File: config.mk
export PLATFORM = sky130hd
export DESIGN_NAME = sram_rw_4x16
export DESIGN_NICKNAME = d
export VERILOG_FILES = /design/src/rtl/sram_pkg.sv /design/src/rtl/sram_word.sv /design/src/rtl/sram_rw_4x16.sv
export SDC_FILE = /design/constraint.sdc
export NUM_CORES = 1
export LEC_CHECK = 0
export ABC_AREA = 1
export CAP_MARGIN = 30
export CORE_UTILIZATION = 26
export CTS_BUF_LIST = sky130_fd_sc_hd__clkbuf_16
export DETAILED_ROUTE_END_ITERATION = 12
export GPL_ROUTABILITY_DRIVEN = 0
export PLACE_DENSITY = 0.51
export SYNTH_ARGS = -nofsm -noshare
export SYNTH_HDL_FRONTEND = slang
export SYNTH_SLANG_ARGS = --single-unit
File: constraint.sdc
create_clock -name CLK -period 1.45 [get_ports CLK]
set_input_delay 0.29 -clock CLK [delete_from_list [all_inputs] [get_ports CLK]]
set_output_delay 0.29 -clock CLK [all_outputs]
set_load 0.01 [all_outputs]
File: src/rtl/sram_pkg.sv
// Shared constants for the 16x4 scratch SRAM.
//   ADDR_W   : address width in bits
//   DATA_W   : word width in bits
//   DEPTH    : number of words, always 2**ADDR_W
//   RW_READ  : RW encoding for a read
//   RW_WRITE : RW encoding for a write
package sram_pkg;

   localparam int unsigned ADDR_W = 4;
   localparam int unsigned DATA_W = 4;
   localparam int unsigned DEPTH  = 2 ** ADDR_W;

   localparam logic RW_READ  = 1'b1;
   localparam logic RW_WRITE = 1'b0;

endpackage

File: src/rtl/sram_word.sv
// One storage word of the scratch SRAM: a register with asynchronous
// active-low clear and a synchronous write enable.
//   clk   : clock, rising edge
//   rst_n : asynchronous active-low clear
//   we    : write enable
//   d     : write data
//   q     : stored word
module sram_word
   import sram_pkg::*;
#(
   parameter int unsigned W = DATA_W
) (
   input  logic         clk,
   input  logic         rst_n,
   input  logic         we,
   input  logic [W-1:0] d,
   output logic [W-1:0] q
);

   always_ff @(posedge clk or negedge rst_n) begin
      if (!rst_n) begin
         q <= '0;
      end else if (we) begin
         q <= d;
      end
   end

endmodule

File: src/rtl/sram_rw_4x16.sv
// Single-port 16x4 synchronous SRAM built from resettable flip-flops so the
// whole array clears asynchronously. One operation per rising edge: RW=0
// writes Din to mem[Address], RW=1 loads mem[Address] into Dout.
//   CLK     : clock, rising edge
//   RST     : asynchronous active-low reset, clears array and Dout
//   RW      : 1 = read, 0 = write
//   Address : word address
//   Din     : write data
//   Dout    : registered read data, holds across writes
module sram_rw_4x16
   import sram_pkg::*;
(
   input  logic              CLK,
   input  logic              RST,
   input  logic              RW,
   input  logic [ADDR_W-1:0] Address,
   input  logic [DATA_W-1:0] Din,
   output logic [DATA_W-1:0] Dout
);

   logic [DEPTH-1:0]             word_we;
   logic [DEPTH-1:0][DATA_W-1:0] words;
   logic [DATA_W-1:0]            rd_data;
   logic [DATA_W-1:0]            dout_q;

   // One-hot write enables, only during a write cycle
   always_comb begin
      word_we = '0;
      if (RW == RW_WRITE) begin
         word_we[Address] = 1'b1;
      end
   end

   for (genvar i = 0; i < DEPTH; i++) begin : g_word
      sram_word #(
         .W (DATA_W)
      ) u_word (
         .clk   (CLK),
         .rst_n (RST),
         .we    (word_we[i]),
         .d     (Din),
         .q     (words[i])
      );
   end

   always_comb begin
      rd_data = words[Address];
   end

   always_ff @(posedge CLK or negedge RST) begin
      if (!RST) begin
         dout_q <= '0;
      end else if (RW == RW_READ) begin
         dout_q <= rd_data;
      end
   end

   assign Dout = dout_q;

endmodule

; Word-level counts from Yosys, hierarchy flattened
; Cells that the tools add are included.
[totals]
regBits = 68
latch_bits = 0
ramBits = 0
romBits = 0
wordCells = 25
memories = 0
[classes]
add_sub_neg = 0
mul = 0
n_div = 0
order_cmp = 2
n_eq_ne = 0
n_shift = 0
n_mux = 5
bitwise = 0
reduce_logical = 1
[ops]
columns = cell, n
row1 = $bmux 4 s4, 1
row2 = $mux 16, 1
row3 = $lt 4x5->1 const B, 1
row4 = $demux 1 s4, 1
row5 = $ge 4x1->1 const B, 1
row6 = $mux 4, 1
row7 = $logic_and 1x1->1, 1
row8 = $mux 1, 1

; Logic depth before layout (Yosys ltp)
; Gate-level depths: netlist of the first run.
[logic_depth]
ltp_word = 5
depth_mapped = 11
depth_no_buf = 9

; Cells and area by module
; From an unflattened synthesis of the first run, not the netlist that was laid out.
[unflattened]
cells_unflattened = 485
area_unflattened_um2 = 3352.0
[modules_own_cells]
columns = mod, n_inst, cells_per_inst, area_per_inst_um2, seq_area_each_um2
row1 = sram_word, 16, 17, 148.9, 100.1
row2 = sram_rw_4x16, 1, 213, 969.7, 100.1

; Worst setup path before layout of the first run
; No wires, ideal clock.
[synth_path]
path_type = input to register
start = in Address[0]
end = reg g_word[2].u_word.q[3]
setup_time_ns = 0.133
arrival_ns = 1.139
slack_ns = 0.178
path_stages = 6
cell_sequence = buf_4 > buf_2 > nor3_2 > nand2_1 > nand2_1 > o21ai_0
[synth_via]
elab_chain_len = 5
elab_cells_between_ends = 6
[synth_rtl]
columns = item, line
row1 = start: declaration, sram_rw_4x16.sv:16  ; input logic [ADDR_W-1:0] Address,
row2 = $lt 4x5->1 (not written as such) / $ge 4x1->1 (equally long branches), sram_rw_4x16.sv:30  ; word_we[Address] = 1'b1;
row3 = $logic_and 1x1->1 (not written as such), sram_rw_4x16.sv:30
row4 = $mux 1 (not written as such), sram_rw_4x16.sv:30
row5 = $demux 1 s4 *, sram_rw_4x16.sv:30
row6 = $mux 16 *, sram_rw_4x16.sv:29  ; if (RW == RW_WRITE) begin
row7 = end signal: assignment, sram_word.sv:22  ; q <= '0;
row8 = end signal: assignment, sram_word.sv:24  ; q <= d;
row9 = end: declaration, sram_word.sv:17  ; output logic [W-1:0] q
; Mark *: on every way between the ends. The rest lies on a longest branch, timed or not.
; A chain may end at the register's enable or synchronous reset.

; Worst setup path after layout of the first run
[layout_path]
start = in Address[2]
end = reg g_word[4].u_word.q[1]
[layout_via]
elab_chain_len = 5
elab_cells_between_ends = 6
[layout_rtl]
columns = item, line
row1 = $lt 4x5->1 (not written as such) / $ge 4x1->1 (equally long branches), sram_rw_4x16.sv:30
row2 = $logic_and 1x1->1 (not written as such), sram_rw_4x16.sv:30
row3 = $mux 1 (not written as such), sram_rw_4x16.sv:30
row4 = $demux 1 s4 *, sram_rw_4x16.sv:30
row5 = $mux 16 *, sram_rw_4x16.sv:29
row6 = end signal: assignment, sram_word.sv:22
row7 = end signal: assignment, sram_word.sv:24
row8 = end: declaration, sram_word.sv:17
; Marks and branches as above.

==> results of run 1 <==
[worst paths after layout]
check                                        from                     end  slack [ps]  depth (start not counted)
min in group CLK            g_word[6].u_word.q[0]   g_word[6].u_word.q[0]         480                          2
hold / removal                                RST  g_word[12].u_word.q[1]         390                          2
max in group asynchronous                     RST                 Dout[1]         530                          3
setup reg to reg           g_word[14].u_word.q[0]                 Dout[0]         350                          8
setup / recovery                       Address[2]   g_word[4].u_word.q[1]         110                          8
hold reg to reg             g_word[6].u_word.q[0]   g_word[6].u_word.q[0]         480                          2
[area by class of cell]
class                           instances  share of cell area
Sequential cell                        68               0.431
Multi-Input combinational cell        316               0.340
Timing Repair Buffer                   49               0.111
Clock buffer                            9              0.0570
Tap cell                              143              0.0453
Inverter                                9             0.00919
Clock inverter                          7             0.00697
[logic make-up (layout without fill, tap and decap cells)]
family | Yosys count | in the layout | share of synthesized area
AOI/OAI and AO/OA | 64 | 64 | 0.102
DFF | 68 | 68 | 0.543
and+or+nand+nor | 252 | 252 | 0.321
buffers and inverters | 25 | 74 | 0.0332
[stage by stage]
step	setup TNS, ps	util	total power, mW	std cells	hold slack, ps
finish	0	0.342	5.24	601	395
global route	0	0.342	5.59	601	423
CTS	-136	0.339	5.31	601	392
detailed placement	-24160	0.316	3.42	584	212
global placement	-22140	0.316	3.39	584	206
floorplan	0	-	3.04	409	-5.59
[timing repair]
item,4_1_cts,5_1_grt
setup endpoints to repair,40,67
endpoints found under the hold margin,12,0
gates resized for setup,7,11
hold buffers,1,0
pin swaps,0,1
[flip-flops by register name, indices dropped and copies added (netlist names)]
register / cells
Dout: 4
g_word.u_word.q: 64
[power by group through the flow]
stage | combinational, mW | clock, mW | sequential (mW)
floorplan | 0.575 | 0 | 2.47
global placement | 0.877 | 0 | 2.52
detailed placement | 0.898 | 0 | 2.52
CTS | 0.892 | 1.92 | 2.49
global route | 1.03 | 2.03 | 2.53
finish | 0.885 | 1.87 | 2.49
[per-layer routing]
metal  vias to the layer above  track usage  share of wire
met3                         6       0.0348          0.043
met2                        47        0.217           0.45
met4                         0       0.0595          0.014
li1                       1405            -              -
met1                      1297        0.181           0.49
met5                         -            0              0
[critical path, stage by stage]
cell	delay, ps
sky130_fd_sc_hd__clkdlybuf4s50_1	590
sky130_fd_sc_hd__inv_1	60
sky130_fd_sc_hd__nor2_1	80
sky130_fd_sc_hd__buf_4	150
sky130_fd_sc_hd__nand2_1	60
sky130_fd_sc_hd__buf_4	150
sky130_fd_sc_hd__nand2_1	50
sky130_fd_sc_hd__o21ai_0	80
[synth_stat cells]
cell type and number:
sky130_fd_sc_hd__inv_1 7, sky130_fd_sc_hd__nand3_1 20, sky130_fd_sc_hd__o21ai_1 3, sky130_fd_sc_hd__nor2_1 15
sky130_fd_sc_hd__inv_2 2, sky130_fd_sc_hd__o21ai_0 61, sky130_fd_sc_hd__buf_2 5, sky130_fd_sc_hd__nand4_1 4
sky130_fd_sc_hd__buf_1 1, sky130_fd_sc_hd__buf_4 1, sky130_fd_sc_hd__nor3_2 4, sky130_fd_sc_hd__clkbuf_1 9
sky130_fd_sc_hd__dfrtp_1 68, sky130_fd_sc_hd__nand2_1 209
==> reports/summary.md, run 1 <==
The highest attainable clock frequency is 747 MHz, and the count of inserted antenna diode cells is 0. The placed instances occupy a cell area of 0.00366 mm². The top cell type's share of synthesized area was 0.543.

The tools report the total routing usage reported by global routing as 0.138. The total number of H-tree levels was 3; the number of endpoints with negative hold slack in the final report was 0. Detailed placement ended at an HPWL of 5610 µm. Across all layers, the routed design uses 2755 vias.

The via count of the first global-routing pass was 2664; the maximum number of pins on one net before global-route repair was 42. At the placement stage, the worst setup path has a slack of -421 ps. In this run the deepest clock path goes through 2 buffers.

At the worst endpoint, the arrival time is 1520 ps. The remaining antenna violation count after routing was 0; the number of placed I/O pins was 15. The run gives 1630 ps as the data required time of the worst path.

Clock latency on the worst-skew pair, taken at its later pin, is 330 ps. The proportion of layout cells with a drive suffix above 1 was 0.120. The share of the cycle needed by the critical path after routing came out at 0.923. Once routing completed, OpenROAD measured the worst setup slack at 111 ps. The run gives 0 as the aggregate global routing overflow.

The die covers 0.0125 mm². The run gives 14 as the post-synthesis cell type count. The sort of element at the end of the critical path is a flop. The post-synthesis area per instance is 7.66 µm². After detailed routing, the average wire length per cell comes to 13.3 µm. For the initial cell density of the core, the log shows 0.271. The multi-input gate area in the final layout came out at 0.00134 mm². Number of slew-limit violations in the final report: 0. Setup repair after global routing left no endpoint under its margin.

The tightest min-delay check is of the input pin to asynchronous set/reset pin type. In the final layout, flip-flops and latches occupy 0.00170 mm². Row generation in the floorplan step produced 39 rows.

The worst setup path is launched from an input pin. Summed over all nets, the switching power comes to 1.47 mW. In this run the clock root is driven by a sky130_fd_sc_hd__clkbuf_16. In the final design database the tool counted 464 nets. The number of antenna violations at the first check in global routing came out at 0. The relative slew slack came out at 0.596. The number of inserted filler cells in the final layout was 1224; the worst supply voltage drop on vdd was 0.562 mV. The combinational group share of total power was 0.169; the final period demand of the worst path was 1340 ps. The total setup buffers inserted after CTS was 0. The final reports fail on design-rule violations.

The total DRC errors in the routed layout was 1; the share of total power consumed by net switching was 0.281. The logs give 9 for the TritonCTS buffer count and 8 for the detailed-router iteration count before antenna repair. The clock input transition at the sequential cells of the worst setup and hold paths is 50 ps.

The flow ran to the end, but the final reports show violations. The top cell types in the final layout, fill and taps aside, are sky130_fd_sc_hd__nand2_1 (205), sky130_fd_sc_hd__dfrtp_1 (68), sky130_fd_sc_hd__o21ai_0 (60). In this run the cell area of the synthesized design comes to 0.00313 mm². Clock network fraction of total power: 0.357. The number of violations reported at the end of detailed-routing iteration 0 came out at 110. From left edge to right edge, the die measures 112 µm. Synthesis handed over a netlist of 409 instances.

The core region is 0.0116 mm². The share of total power in sequential cells is 0.475. Of all nets on the critical path, the largest fanout is 8. The height of the chip came out at 112 µm. Number of synthesis warnings: 0.

In this run the static leakage power is 2.00 nW. The worst-margin pin slew was 606 ps. The average vias per placed instance came out at 4.58. Internal power comes to 3.77 mW. The count of buffers inserted at the top-level ports works out to 14.

After routing the design area is 0.00395 mm². From synthesis to final layout, the design area changed by 26.1%. The power density of the placed cells works out to 1330 mW/mm². The run gives 68 as the clock sink total. Setup violations remaining at the end of the flow were counted as 0.

Number of register bits inferred by synthesis: 68. For the synthesized netlist net count, the log shows 420. The run gives 0.543 as the part of the Yosys area used for sequential elements.

Summed over all layers, the routed wires come to 7970 µm. After synthesis, the cell types taking the most area are sky130_fd_sc_hd__dfrtp_1 (54%), sky130_fd_sc_hd__nand2_1 (25%), sky130_fd_sc_hd__o21ai_0 (9.7%), sky130_fd_sc_hd__nand3_1 (3.2%), sky130_fd_sc_hd__nor2_1 (1.8%). The tools report the setup clock skew after layout as 5.80 ps. Most common cell after layout, fill and taps aside: sky130_fd_sc_hd__nand2_1.

The global-route wire length before repair is 13300 µm. TritonCTS built the clock tree. The critical path is of the input pin to flop type. The count of maximum capacitance violations came out at 0.

The cell accounting for the most synthesized area was sky130_fd_sc_hd__dfrtp_1.
Power figures use the tool's default switching activity.
==> inputs of run 2 (changes only) <==
--- a/config.mk
+++ b/config.mk
@@ -7,11 +7,11 @@
 export LEC_CHECK = 0
 export ABC_AREA = 1
 export CAP_MARGIN = 30
-export CORE_UTILIZATION = 26
+export CORE_UTILIZATION = 64
 export CTS_BUF_LIST = sky130_fd_sc_hd__clkbuf_16
 export DETAILED_ROUTE_END_ITERATION = 12
 export GPL_ROUTABILITY_DRIVEN = 0
-export PLACE_DENSITY = 0.51
+export PLACE_DENSITY = 0.84
 export SYNTH_ARGS = -nofsm -noshare
 export SYNTH_HDL_FRONTEND = slang
 export SYNTH_SLANG_ARGS = --single-unit
==> run 2 against run 1 <==
  * The run now ends clean
  * Critical path depth down 1
  * Die area down 59%
  * Clock-buffer cell count unchanged
  * Hold slack better by 92 ps
  * Largest power group unchanged
==> reports/summary.md, run 2 (synthesized netlist as in run 1, its figures left out) <==
The highest attainable clock frequency was 759 MHz (was 747 MHz). TritonCTS built the clock tree. The total DRC errors in the routed layout was 0 (was 1). The final period demand of the worst path is 1320 ps (was 1340 ps). Clock sink total: 68 (unchanged). The tools report the final setup slack of the worst path as 133 ps (was 111 ps). Maximum clock path buffer count: 2 (unchanged). Number of slew-limit violations in the final report: 0 (unchanged). Routed wire length: 7740 µm (was 7970 µm).

The tools report the kind of launch point of the worst setup path as an input pin (unchanged). Kind of path behind the tightest hold check: flop to flop (was input pin to asynchronous set/reset pin). For the total via count in the routed design, the log shows 2935 (was 2755). The logs give 458 (was 464) for the final layout net count and 0 (unchanged) for the number of endpoints with negative hold slack in the final report. The run gives 330 ps (about the same) as the source-to-sink clock delay at the later pin of the worst-skew pair. The remaining antenna violation count after routing is 0 (unchanged), and the height of the chip is 72.0 µm (was 112 µm). The number of flip-flops in the largest register came out at 64 (unchanged). The core area was 0.00472 mm² (was 0.0116 mm²); the TritonCTS buffer count was 9 (unchanged). The global-route wire length before repair came out at 12900 µm (was 13300 µm).

The count of buffers inserted at the top-level ports works out to 14 (unchanged). The run gives 5.43 mW (was 5.24 mW) as the total power draw. The die outline width was 72.0 µm (was 112 µm). The worst supply voltage drop on vdd is 0.898 mV (was 0.562 mV), and the count of inserted antenna diode cells is 0 (unchanged).

The full die area was 0.00518 mm² (was 0.0125 mm²). Class of the most critical setup path: input pin to flop (unchanged). The run gives 0 (unchanged) as the aggregate global routing overflow.

The run gives 25 (was 39) as the number of core rows. The sort of element at the end of the critical path is a flop (unchanged). The run gives 69 (was 42) as the maximum number of pins on one net before global-route repair. The logs give 1630 ps (about the same) for the data required time of the worst path and 5.21 ps (was 5.80 ps) for the setup clock skew after layout. The clock input transition at the sequential cells of the worst setup and hold paths works out to 50 ps (about the same). The run gives 2683 (was 2664) as the via count of the first global-routing pass.

The tools report the initial cell density of the core as 0.663 (was 0.271). Root buffer cell: sky130_fd_sc_hd__clkbuf_16 (unchanged). The count of maximum capacitance violations is 0 (unchanged). The proportion of layout cells with a drive suffix above 1 works out to 0.109 (was 0.120). The total number of H-tree levels is 3 (unchanged), and the largest fanout on the critical path is 8 (unchanged). The tools report the arrival time reported for the critical path endpoint as 1490 ps (was 1520 ps). The run finished with clean final reports. The average vias per placed instance came out at 5.67 (was 4.58). Largest register by flop count: g_word.u_word.q (unchanged). The run gives 364 (was 110) as the number of violations reported at the end of detailed-routing iteration 0. The number of placed I/O pins is 15 (unchanged).

The detailed placement HPWL was 5020 µm (was 5610 µm). Detailed-router iteration count before antenna repair: 5 (was 8). The number of antenna violations at the first check in global routing came out at 0 (unchanged). The run gives 0 (unchanged) as the total setup buffers inserted after CTS.

The share of the cycle needed by the critical path after routing came out at 0.908 (was 0.923). Most frequent cells in the layout: sky130_fd_sc_hd__nand2_1 (206), sky130_fd_sc_hd__dfrtp_1 (68), sky130_fd_sc_hd__o21ai_0 (61) (was sky130_fd_sc_hd__nand2_1 (205), sky130_fd_sc_hd__dfrtp_1 (68), sky130_fd_sc_hd__o21ai_0 (60)). The reported leakage power is 1.96 nW (was 2.00 nW). The worst-margin pin slew is 589 ps (was 606 ps).

Setup repair after global routing left no endpoint under its margin. The power density of the placed cells is 1420 mW/mm² (was 1330 mW/mm²). The run gives 0.607 (was 0.596) as the relative slew slack.

The post-place setup slack is -390 ps (was -421 ps), and the signed area change from the synthesized netlist to the final layout is 21.7% (was 26.1%). Final standard cell utilization of the core: 0.807 (was 0.342). The most common cell after layout, fill and taps aside was sky130_fd_sc_hd__nand2_1 (unchanged).

Post-route setup TNS: 0 ps (unchanged). The average detailed-routed wire length per instance was 14.9 µm (was 13.3 µm); the total routing usage reported by global routing was 0.334 (was 0.138). Count of final setup violators: 0 (unchanged).
[run 2: changes by cell type in the layout (fill, tap and decap cells not counted)]
cell	before	now
sky130_fd_sc_hd__buf_12	2	1
sky130_fd_sc_hd__buf_2	1	2
sky130_fd_sc_hd__buf_4	30	22
sky130_fd_sc_hd__buf_6	1	4
sky130_fd_sc_hd__buf_8	1	0
sky130_fd_sc_hd__bufinv_16	0	1
sky130_fd_sc_hd__clkdlybuf4s50_1	5	6
sky130_fd_sc_hd__clkinv_1	3	1
sky130_fd_sc_hd__dlygate4sd2_1	5	6
sky130_fd_sc_hd__dlymetal6s2s_1	3	1
sky130_fd_sc_hd__nand2_1	205	206
sky130_fd_sc_hd__nand2_2	4	3
sky130_fd_sc_hd__o21ai_0	60	61
sky130_fd_sc_hd__o21ai_1	4	3
[run 2: metrics by stage]
step | hold WS [ps] | std cells | area (µm²)
detailed placement | 334 | 501 | 3500
floorplan | -5.59 | 409 | 3130
CTS | 486 | 518 | 3810
finish | 486 | 518 | 3810
global placement | 334 | 501 | 3500
global route | 502 | 518 | 3810
[run 2: critical path, stage by stage]
cell                              delay, ps
sky130_fd_sc_hd__clkdlybuf4s50_1        530
sky130_fd_sc_hd__inv_1                   50
sky130_fd_sc_hd__nor2_1                  80
sky130_fd_sc_hd__buf_4                  160
sky130_fd_sc_hd__nand2_1                180
sky130_fd_sc_hd__nand2_1                100
sky130_fd_sc_hd__o21ai_0                 90
[run 2: what timing repair did]
action,in CTS,in global routing
gates cloned,1,0
gates resized for setup,14,2
setup endpoints to repair,47,59
hold endpoints to repair,67,0
pin swaps,1,1
hold buffers,1,0
[run 2: final timing paths]
kind	from	end	slack, ps	depth (start not counted)
worst max-delay path	Address[2]	g_word[6].u_word.q[2]	130	7
worst min-delay path	g_word[12].u_word.q[2]	g_word[12].u_word.q[2]	490	2
worst max register to register	g_word[2].u_word.q[2]	Dout[2]	380	8
worst min register to register	g_word[12].u_word.q[2]	g_word[12].u_word.q[2]	490	2
max in group asynchronous	RST	g_word[10].u_word.q[0]	650	3
min in group asynchronous	RST	g_word[3].u_word.q[2]	520	3
[run 2: metal layers]
metal | routed length, µm | global-route usage | up-vias
met3 | 555 | 0.0958 | 19
met5 | 0 | 0 | -
met2 | 3800 | 0.543 | 148
met1 | 3220 | 0.427 | 1371
met4 | 162 | 0.131 | 0
li1 | - | - | 1397
[run 2: cell type report]
type	count	area, µm²
Timing Repair Buffer	43	375
Clock buffer	9	225
Multi-Input combinational cell	316	1340
Sequential cell	68	1700
Fill cell	310	911
Inverter	9	36.3
Tap cell	67	83.8
Clock inverter	6	50.0
[run 2: power by group]
group          total [mW]  leakage [nW]  switching [mW]  internal (mW)
Sequential           2.52         0.862           0.232           2.28
Combinational       0.893         0.957           0.526          0.367
Clock                2.02         0.146           0.733           1.29
